--- src/rtl/turn_signal_pkg.sv ---
// turn_signal_pkg
// Shared types and constants for the turn-signal sequencer.
//   state_t      : sequencer state encoding (IDLE, L1..L3, R1..R3, HAZ)
//   LAMPS_*      : 6-bit lamp patterns ordered {lc, lb, la, ra, rb, rc}
//   lamp_pattern : maps a state onto its lamp pattern
package turn_signal_pkg;

    typedef enum logic [2:0] {
        IDLE = 3'd0,
        L1   = 3'd1,
        L2   = 3'd2,
        L3   = 3'd3,
        R1   = 3'd4,
        R2   = 3'd5,
        R3   = 3'd6,
        HAZ  = 3'd7
    } state_t;

    // Bit order {lc, lb, la, ra, rb, rc}: the inner lamps sit next to each
    // other in the middle, so the sweep grows outward on each side.
    localparam logic [5:0] LAMPS_IDLE = 6'b000_000;
    localparam logic [5:0] LAMPS_L1   = 6'b001_000;
    localparam logic [5:0] LAMPS_L2   = 6'b011_000;
    localparam logic [5:0] LAMPS_L3   = 6'b111_000;
    localparam logic [5:0] LAMPS_R1   = 6'b000_100;
    localparam logic [5:0] LAMPS_R2   = 6'b000_110;
    localparam logic [5:0] LAMPS_R3   = 6'b000_111;
    localparam logic [5:0] LAMPS_HAZ  = 6'b111_111;

    function automatic logic [5:0] lamp_pattern(input state_t s);
        logic [5:0] p;
        p = LAMPS_IDLE;
        case (s)
            L1:      p = LAMPS_L1;
            L2:      p = LAMPS_L2;
            L3:      p = LAMPS_L3;
            R1:      p = LAMPS_R1;
            R2:      p = LAMPS_R2;
            R3:      p = LAMPS_R3;
            HAZ:     p = LAMPS_HAZ;
            default: p = LAMPS_IDLE;
        endcase
        return p;
    endfunction

endpackage

--- src/rtl/turn_signal_sequencer_tick_gen.sv ---
// tick_gen
// Free-running step counter producing a one-cycle strobe every TICK_DIV cycles.
//   clk   : system clock
//   reset : synchronous active-high reset (counter back to 0)
//   tick  : high for the single cycle in which the count equals TICK_DIV-1
module tick_gen #(
    parameter int TICK_DIV = 50_000_000
) (
    input  logic clk,
    input  logic reset,
    output logic tick
);

    localparam int CW = (TICK_DIV > 1) ? $clog2(TICK_DIV) : 1;
    localparam logic [CW-1:0] LAST = CW'(TICK_DIV - 1);

    logic [CW-1:0] count_reg;

    always_ff @(posedge clk) begin
        if (reset) begin
            count_reg <= '0;
        end else if (count_reg == LAST) begin
            count_reg <= '0;
        end else begin
            count_reg <= count_reg + CW'(1);
        end
    end

    assign tick = (count_reg == LAST);

endmodule

--- src/rtl/turn_signal_sequencer.sv ---
// turn_signal_sequencer
// Thunderbird-style tail-light controller driven by an internal step strobe.
//   clk           : system clock (only clock in the block)
//   reset         : synchronous active-high reset
//   left, right   : asynchronous turn requests, active-high
//   la, lb, lc    : left lamps, la innermost
//   ra, rb, rc    : right lamps, ra innermost
//   busy          : high whenever a sequence is running
//   tick          : one-cycle step strobe
module turn_signal_sequencer
    import turn_signal_pkg::*;
#(
    parameter int TICK_DIV    = 50_000_000,
    parameter int SYNC_STAGES = 2
) (
    input  logic clk,
    input  logic reset,
    input  logic left,
    input  logic right,
    output logic la,
    output logic lb,
    output logic lc,
    output logic ra,
    output logic rb,
    output logic rc,
    output logic busy,
    output logic tick
);

    logic [SYNC_STAGES-1:0] sync_l_reg;
    logic [SYNC_STAGES-1:0] sync_r_reg;
    logic                   left_s;
    logic                   right_s;
    logic                   pend_l_reg;
    logic                   pend_r_reg;
    logic                   launch;
    state_t                 state_reg;
    state_t                 state_next;
    logic [5:0]             lamps_reg;
    logic                   busy_reg;

    tick_gen #(
        .TICK_DIV (TICK_DIV)
    ) u_tick_gen (
        .clk   (clk),
        .reset (reset),
        .tick  (tick)
    );

    // Plain shift-register synchronizers; bit 0 is the metastability stage.
    always_ff @(posedge clk) begin
        if (reset) begin
            sync_l_reg <= '0;
            sync_r_reg <= '0;
        end else begin
            sync_l_reg <= {sync_l_reg[SYNC_STAGES-2:0], left};
            sync_r_reg <= {sync_r_reg[SYNC_STAGES-2:0], right};
        end
    end

    assign left_s  = sync_l_reg[SYNC_STAGES-1];
    assign right_s = sync_r_reg[SYNC_STAGES-1];

    // A sequence launches only from IDLE on a tick with something pending.
    assign launch = tick && (state_reg == IDLE) && (pend_l_reg || pend_r_reg);

    // Sticky request latches. The launch clear takes priority over a request
    // arriving in the same cycle, so that request is absorbed by the launch.
    always_ff @(posedge clk) begin
        if (reset) begin
            pend_l_reg <= 1'b0;
            pend_r_reg <= 1'b0;
        end else if (launch) begin
            pend_l_reg <= 1'b0;
            pend_r_reg <= 1'b0;
        end else begin
            pend_l_reg <= pend_l_reg | left_s;
            pend_r_reg <= pend_r_reg | right_s;
        end
    end

    always_comb begin
        state_next = state_reg;
        case (state_reg)
            IDLE: begin
                if (pend_l_reg && pend_r_reg) state_next = HAZ;
                else if (pend_l_reg)          state_next = L1;
                else if (pend_r_reg)          state_next = R1;
                else                          state_next = IDLE;
            end
            L1:      state_next = L2;
            L2:      state_next = L3;
            L3:      state_next = IDLE;
            R1:      state_next = R2;
            R2:      state_next = R3;
            R3:      state_next = IDLE;
            HAZ:     state_next = IDLE;
            default: state_next = IDLE;
        endcase
    end

    // Lamps and busy are registered from the next state so they change on
    // the same edge as the state register and never glitch.
    always_ff @(posedge clk) begin
        if (reset) begin
            state_reg <= IDLE;
            lamps_reg <= LAMPS_IDLE;
            busy_reg  <= 1'b0;
        end else if (tick) begin
            state_reg <= state_next;
            lamps_reg <= lamp_pattern(state_next);
            busy_reg  <= (state_next != IDLE);
        end
    end

    assign {lc, lb, la, ra, rb, rc} = lamps_reg;
    assign busy = busy_reg;

endmodule
--- config.mk ---
export PLATFORM = sky130hd
export DESIGN_NAME = turn_signal_sequencer
export DESIGN_NICKNAME = d
export VERILOG_FILES = /design/src/rtl/turn_signal_pkg.sv /design/src/rtl/turn_signal_sequencer_tick_gen.sv /design/src/rtl/turn_signal_sequencer.sv
export SDC_FILE = /design/constraint.sdc
export NUM_CORES = 1
export LEC_CHECK = 0
export ABC_AREA = 0
export CORE_MARGIN = 2
export CORE_UTILIZATION = 58
export DETAILED_ROUTE_END_ITERATION = 8
export PLACE_DENSITY_LB_ADDON = 0.08
export SLEW_MARGIN = 30
export SYNTH_ARGS = -nofsm -noshare
export SYNTH_HDL_FRONTEND = slang
export SYNTH_HIERARCHICAL = 1
export SYNTH_SLANG_ARGS = --single-unit
--- constraint.sdc ---
create_clock -name clk -period 2.7 [get_ports clk]
set_clock_uncertainty 0.1 [all_clocks]
set_input_delay 0.405 -clock clk [delete_from_list [all_inputs] [get_ports clk]]
set_output_delay 0.405 -clock clk [all_outputs]
set_load 0.02 [all_outputs]
# Yosys cells after proc, flatten, opt, wreduce, memory -nomap -nowiden
# Cells that the tools add are included.
[totals] regBits=42 input_bits=4 output_inout_bits=8 wordCells=40
[op_classes] n_addsub=1 n_eq_ne=15 mux=5 bitwise=2 reduce_logical=9
[ops] operator="6-bit one-hot mux with 7 select lines" n=1
[ops] operator="26-bit by 1-bit adder with 26-bit output (second input constant)" n=1
[ops] operator="26-bit == test (second input constant)" n=1
[ops] operator="3-bit == test (second input constant)" n=8
[ops] operator="3-bit one-hot mux with 6 select lines" n=1
[ops] operator="3-bit by 2-bit == test with 1-bit output (second input constant)" n=4
[ops] operator="3-bit two-way mux" n=3
[ops] operator="3-bit by 1-bit == test with 1-bit output (second input constant)" n=2
[ops] operator="2-bit OR reduction" n=2
[ops] operator="1-bit logical AND" n=3
[ops] operator="3-bit logical NOT" n=1
[ops] operator="3-bit nonzero test" n=1
[ops] operator="3-bit OR reduction" n=1
[ops] operator="1-bit OR" n=2
[ops] operator="1-bit logical OR" n=1

# Depth between registers and ports, before layout
# Gate-level depths: netlist of the first run.
[logic_depth] depth_word=6 depth_mapped=8 depth_no_buf=7

# Modules after synthesis
# Netlist of the first run, hierarchy kept.
[by_module_without_submodules] module="tick_gen" instances=1 cells_each=147 area_per_inst_um2=1257.5 seq_area_each_um2=520.5
[by_module_without_submodules] module="turn_signal_sequencer" instances=1 cells_each=70 area_per_inst_um2=673.1 seq_area_each_um2=320.3

# Least setup slack after synthesis of the first run
# No wires, ideal clock.
[synth_path] path_kind="reg2reg" from="reg u_tick_gen.count_reg[0]" to="reg busy_reg (netlist: busy)" setup_ns=0.125 arrival_time_ns=2.674 t_required_ns=2.475 setup_slack_ns=-0.199 path_stages_with_launch=8 path_buffers=0 period_less_slack_ns=2.899 path_cell_list="dfxtp_1 > ha_1 > nand4_1 > or4b_2 > nor3_1 > inv_1 > nor4b_2 > nor4_2"
[synth_via] elab_chain_len=1
[synth_lines] item="from (decl)" line="turn_signal_sequencer_tick_gen.sv:17" source="logic [CW-1:0] count_reg;"
[synth_lines] item="from (signal assigned)" line="turn_signal_sequencer_tick_gen.sv:25" source="count_reg <= count_reg + CW'(1);"
[synth_lines] item="26-bit == test" line="turn_signal_sequencer_tick_gen.sv:29" source="assign tick = (count_reg == LAST);"
[synth_lines] item="net tick" line="turn_signal_sequencer.sv:27" source="output logic tick"
[synth_lines] item="to (signal assigned)" line="turn_signal_sequencer.sv:112" source="busy_reg <= (state_next != IDLE);"
[synth_lines] item="to (decl)" line="turn_signal_sequencer.sv:40" source="logic busy_reg;"
# The timed path passes the listed nets, and every way through them passes these cells.
# A chain may end at the register's enable or synchronous reset.

# Worst setup path after layout of the first run
[layout_path] from="reg u_tick_gen.count_reg[0]" to="out tick"
[layout_via] elab_chain_len=1
[layout_lines] item="26-bit == test" line="turn_signal_sequencer_tick_gen.sv:29"
[layout_lines] item="to (decl)" line="turn_signal_sequencer.sv:27"
# Every way passes these cells.

==> results.toml, run 1 <==
[run_status]
run_status = "finished clean"

[power]
ir_worst_vdd_uv = 423
switchingPower_mw = 0.228
p_leak_nw = 0.729
p_sw_share_pct = 21.6
seqPwrFrac_pct = 60.1
power.density_nw_per_um2 = 476
p_int_mw = 0.826
pwr-share-clk_pct = 35.7
comb_power_share_pct = 4.2

[global_route]
met3_usage_pct = 6.21
globalRouteMet2Util_pct = 35.6
grt_pass1_wl_mm = 6.67
grt_overflow_total = 0
grtUsageTotal_pct = 24.5
grt_max_degree = 26
antenna_found_initial = 0
grtUsageMet1_pct = 35.0
grt_pass1_vias = 1419
top_usage_layer = "met2"

[finish]
nets = 243
fillers = 284
largest_register_ffs = 26
layout-drive-gt1-share_pct = 15.5
final_cell_mix = "dfxtp_1 (42), a21oi_1 (20), nand2_1 (20)"
n_antenna_cell = 0
post-route-util_pct = 71.4
area_growth_pct = 14.7
layout.cells.most_common = "dfxtp_1"

[detailed_routing]
dr.pass1.iters = 4
detail_route.vias_per_cell = 5.86
drtAntennaViolNets = 0
dr.first_iter.drc_count = 130
routed_wl_mm = 4.17
drc = 0
route.vias.total = 1658
wl_per_cell_um = 14.7

[floorplan]
die_h_um = 61.7
ioPinCount = 12
core_area_sq_um = 3100
start_util_pct = 62.2
die-area_sq_um = 3810
fp.dieW_um = 61.7
fp-row-count = 20

[place]
dp.final_hpwl_mm = 3.03
gp_congestion = 0.806
numPortBuffers = 11

[synth]
ys_async_sr_fraction_pct = 0
ys_warn_count = 6
netlist_area_sq_um = 1930
ys_seq_area_share_pct = 43.6
postSynthCellCount = 217
synth.distinct_cells = 47
ys_top_cells_by_area = "dfxtp_1 (44%), a21oi_1 (5.2%), nand2_1 (3.9%)"
netlist.area_leader.share_pct = 43.6
synth_flop_cell = "dfxtp_1"
syn_nets = 222
synth_top_area_cell = "dfxtp_1"
ys_seq_elements = 42
syn-mean-instance-area_sq_um = 8.90
synth_edf_count = 0

[worst_setup_path]
rrSetupSlack_ns = 0.18
cpLargestDelayFamily = "simple AND/OR/NAND/NOR gates"
worstRegToRegCells = 8
cp.required_ns = 2.19
crit_path_end_kind = "output port"
cpPeakStageDelay_ns = 0.69
worst-endpoint-arrival_ns = 2.10
path_buf_inv = 1
crit_type = "flip-flop to output port"
worstPathMaxFanout = 3
path_cells = "ha_1 > nand4_1 > or4b_2 > nor3_2 > buf_2"
r2r-end = "busy$_SDFFE_PP0P_"
rr_startpoint = "u_tick_gen/count_reg[0]$_SDFF_PP0_"
critPathLaunchType = "flip-flop"
cp_slowest_cell = "or4b_2"

[min_path]
min_from = "sync_l_reg[1]$_SDFF_PP0_"
hold_class = "flip-flop to flip-flop"
whs_endpoint = "pend_l_reg$_SDFF_PP0_"
hold_depth = 1

[clock_tree]
holdBufCountCts = 0
cts_buffer_depth = 2
cts_tree = "done"
ctsRootBufferMaster = "clkbuf_4"
clk_pin_slew_worst_paths_ns = 0.11
clkSinkCount = 42
cts_buffers = 5
htree_levels = 2
insertion_delay_ns = 0.36

[timing]
period_minus_slack_ns = 2.60
setup_tns_ns = 0
slew_violations = 0
post-route-period-util_pct = 96.3
timing.fmax_mhz = 385
hold_violations = 0
worstMarginPinSlew_ns = 0.437
max_slew_margin_pct = 70.8
rsz0062_at_grt = "no"
worst_hold_slack_ns = 0.348
setup_viol = 0

[flow_run]
cap_violations = 0
[Yosys cell counts (2+ instances only)]
cell / instances
nor2_1: 19
nor3_1: 5
or4b_2: 2
or4_1: 6
nand4b_1: 2
a311oi_1: 2
nor4_1: 3
o21a_1: 2
xnor2_1: 6
and4_1: 3
buf_6: 2
or3_1: 4
nand2_1: 20
nand3_1: 11
nand4_1: 8
dfxtp_1: 42
buf_2: 5
clkbuf_2: 2
o21ai_0: 8
clkbuf_1: 2
o31ai_1: 3
nor2b_1: 5
a21oi_1: 20
xor2_1: 7
inv_1: 6
[worst reg2reg max path, cell delays in order, from the launching register on]
cell,delay (ns)
dfxtp_1,0.36
ha_1,0.18
nand4_1,0.15
or4b_2,0.69
nor3_2,0.16
buf_4,0.20
inv_1,0.15
nor4b_2,0.34
nor4_2,0.08
[kinds of logic after synthesis]
| family | Yosys count | synth area share (%) |
|---|---|---|
| AOI/OAI and AO/OA | 44 | 14.7 |
| xor gates and xnor gates | 13 | 5.90 |
| adders and majority gates | 1 | 0.648 |
| buffers and inverters | 18 | 4.93 |
| DFF | 42 | 43.6 |
| and+or+nand+nor | 99 | 30.3 |
[routing by layer]
layer	routed length, um	vias up	share of wire (%)
li1	-	831	-
met1	1990	786	48
met2	1960	34	47
met3	154	7	3.7
met4	63	0	1.5
met5	0	-	0
[through the flow]
stage / std cells / cell area, sq um / power, mW / setup slack, ns
3_5_place_dp: 275 / 2140 / 0.692 / 0.0533
3_3_place_gp: 275 / 2140 / 0.690 / 0.0872
5_1_grt: 283 / 2210 / 1.09 / 0.0202
4_1_cts: 283 / 2220 / 1.06 / 0.00525
6_report: 283 / 2210 / 1.05 / 0.0997
2_1_floorplan: 217 / 1940 / 0.672 / 0.0917
[cell type report]
cell class	count	area [sq um]	area share (%)
Multi-Input combinational cell	157	1000	45.1
Clock buffer	8	78.8	3.56
Timing Repair Buffer	26	218	9.83
Tap cell	44	55.1	2.49
Sequential cell	42	841	38.0
Inverter	6	22.5	1.02
[power groups by stage]
stage	sequential, mW	combinational, mW	clock [mW]
3_5_place_dp	0.647	0.0444	0
6_report	0.633	0.0447	0.376
2_1_floorplan	0.647	0.0253	0
3_3_place_gp	0.647	0.0430	0
5_1_grt	0.635	0.0489	0.407
4_1_cts	0.633	0.0447	0.379
[worst max path at each step]
stage                                             from                end  slack, ns  cells after the start
global placement    u_tick_gen/count_reg[0]$_SDFF_PP0_               tick       0.09                      5
finish              u_tick_gen/count_reg[0]$_SDFF_PP0_               tick        0.1                      5
floorplan           u_tick_gen/count_reg[0]$_SDFF_PP0_  busy$_SDFFE_PP0P_       0.09                      7
CTS                 u_tick_gen/count_reg[0]$_SDFF_PP0_               tick      0.005                      5
global route        u_tick_gen/count_reg[0]$_SDFF_PP0_               tick       0.02                      5
detailed placement  u_tick_gen/count_reg[0]$_SDFF_PP0_               tick       0.05                      5
[repair_timing]
| item | CTS | global route |
|---|---|---|
| endpoints found under the setup margin | 1 | 1 |
| setup buffers | 0 | 0 |
| pin swaps | 0 | 0 |
| gates resized for setup | 3 | 1 |
No activity file was read; power rests on OpenSTA's default activity.
==> inputs of run 2 (changes only) <==
PLACE_DENSITY = 0.86   (was unset)
PLACE_DENSITY_LB_ADDON = unset   (was 0.08)
SETUP_SLACK_MARGIN = 0.02   (was unset)
==> results.toml, run 2 (synthesis gave the netlist of run 1 again) <==
[timing]
period_minus_slack_ns = 2.40
post-route-period-util_pct = 89.0
hold_violations = 0
setup_viol = 0
setup_tns_ns = 0
slew_violations = 0
timing.fmax_mhz = 416
rsz0062_at_grt = "no"
max_slew_margin_pct = 71.3
worstMarginPinSlew_ns = 0.431

[worst_setup_path]
worstPathMaxFanout = 2
crit_start = "u_tick_gen/count_reg[1]$_SDFF_PP0_"
crit_path_end_kind = "output port"
cp.required_ns = 2.19
crit_type = "flip-flop to output port"
critPathLaunchType = "flip-flop"
worst-endpoint-arrival_ns = 1.90
cpPeakStageDelay_ns = 0.57
path_cells = "ha_1 > nand4_1 > or4b_4 > nor3_4 > buf_4"
cp_slowest_cell = "or4b_4"
worstRegToRegCells = 8
rr_startpoint = "u_tick_gen/count_reg[1]$_SDFF_PP0_"

[floorplan]
fp.dieW_um = 61.7
ioPinCount = 12
die-area_sq_um = 3810
start_util_pct = 62.2
fp-row-count = 20
die_h_um = 61.7
core_area_sq_um = 3100

[clock_tree]
insertion_delay_ns = 0.35
cts_buffers = 5
clkSinkCount = 42
clk_pin_slew_worst_paths_ns = 0.11
ctsRootBufferMaster = "clkbuf_4"
cts_tree = "done"
htree_levels = 2
post_cts_resized = 4
cts_buffer_depth = 2
holdBufCountCts = 0
post_cts_buffers = 0

[power]
power.density_nw_per_um2 = 471
ir_worst_vdd_uv = 304
p_leak_nw = 0.740

[finish]
layout.cells.most_common = "dfxtp_1"
area_growth_pct = 15.0
largest_register_ffs = 26
n_antenna_cell = 0
stdcell_area_sq_um = 2220
nets = 242
final_cell_mix = "dfxtp_1 (42), a21oi_1 (20), nand2_1 (20)"
layout-drive-gt1-share_pct = 15.1

[global_route]
grt_overflow_total = 0
grt_pass1_wl_mm = 6.51
grt_pass1_vias = 1514
grtUsageTotal_pct = 23.3
grt_max_degree = 26
antenna_found_initial = 0

[min_path]
hold_class = "flip-flop to flip-flop"
hold_depth = 1
min_from = "sync_r_reg[1]$_SDFF_PP0_"

[detailed_routing]
drtAntennaViolNets = 0
dr.first_iter.drc_count = 61
wl_per_cell_um = 13.6
drc = 0
route.vias.total = 1653
routed_wl_mm = 3.83
dr.pass1.iters = 4
detail_route.vias_per_cell = 5.86

[place]
gp_congestion = 0.861
dp.final_hpwl_mm = 2.65
placed_area_sq_um = 2130
numPortBuffers = 11

[flow_run]
cap_violations = 0

[run_status]
run_status = "finished clean"
[run 2: layout make-up]
| type | instances | area (sq um) |
|---|---|---|
| clock buffer | 8 | 78.8 |
| fill | 239 | 883 |
| inverter | 6 | 22.5 |
| multi-input combinational | 157 | 1010 |
| sequential | 42 | 841 |
| tap | 44 | 55.1 |
| timing repair buffer | 25 | 213 |
[run 2: worst paths after layout]
kind                                 to  slack [ns]
setup / recovery                   tick        0.30
hold / removal    pend_r_reg$_SDFF_PP0_        0.34
setup reg to reg      busy$_SDFFE_PP0P_        0.37
hold reg to reg   pend_r_reg$_SDFF_PP0_        0.34
[run 2: power breakdown]
group	internal [mW]	switching, mW	leakage [nW]
sequential	0.627	0.00540	0.340
combinational	0.0210	0.0230	0.355
clock	0.178	0.191	0.0446
total	0.826	0.219	0.740
[run 2: routing by layer]
layer | share of wire, % | vias up | track usage (%) | routed length [um]
met5 | 0 | - | 0 | 0
met4 | 1.4 | 0 | 8.21 | 54
met3 | 5.5 | 7 | 8.07 | 209
met2 | 50 | 45 | 38.6 | 1900
met1 | 43 | 778 | 28.1 | 1660
li1 | - | 823 | - | -
[run 2: per-stage QoR]
| stage | total power [mW] | util (%) | setup slack, ns | std cells | hold WS, ns |
|---|---|---|---|---|---|
| after floorplan | 0.672 | - | 0.0917 | 217 | 0.305 |
| after global placement | 0.689 | 68.8 | 0.130 | 274 | 0.306 |
| after detailed placement | 0.691 | 68.8 | 0.0516 | 274 | 0.318 |
| after CTS | 1.06 | 71.1 | 0.0972 | 282 | 0.346 |
| after global routing | 1.09 | 71.5 | 0.169 | 282 | 0.373 |
| final | 1.05 | 71.5 | 0.297 | 282 | 0.338 |
[run 2: critical path, delay by kind of cell, from the launching register on]
kind | cells | cell delay (ns)
AND/OR/NAND/NOR | 3 | 0.86
flip-flops | 1 | 0.35
adder cells (fa/ha/maj) | 1 | 0.17
buffers and inverters | 1 | 0.17
==> inputs of run 3 (changes only) <==
SKIP_CTS_REPAIR_TIMING = 1   (was unset)
==> results of run 3 <==
No change in the layout: final DEF, timing and power equal those of run 2.
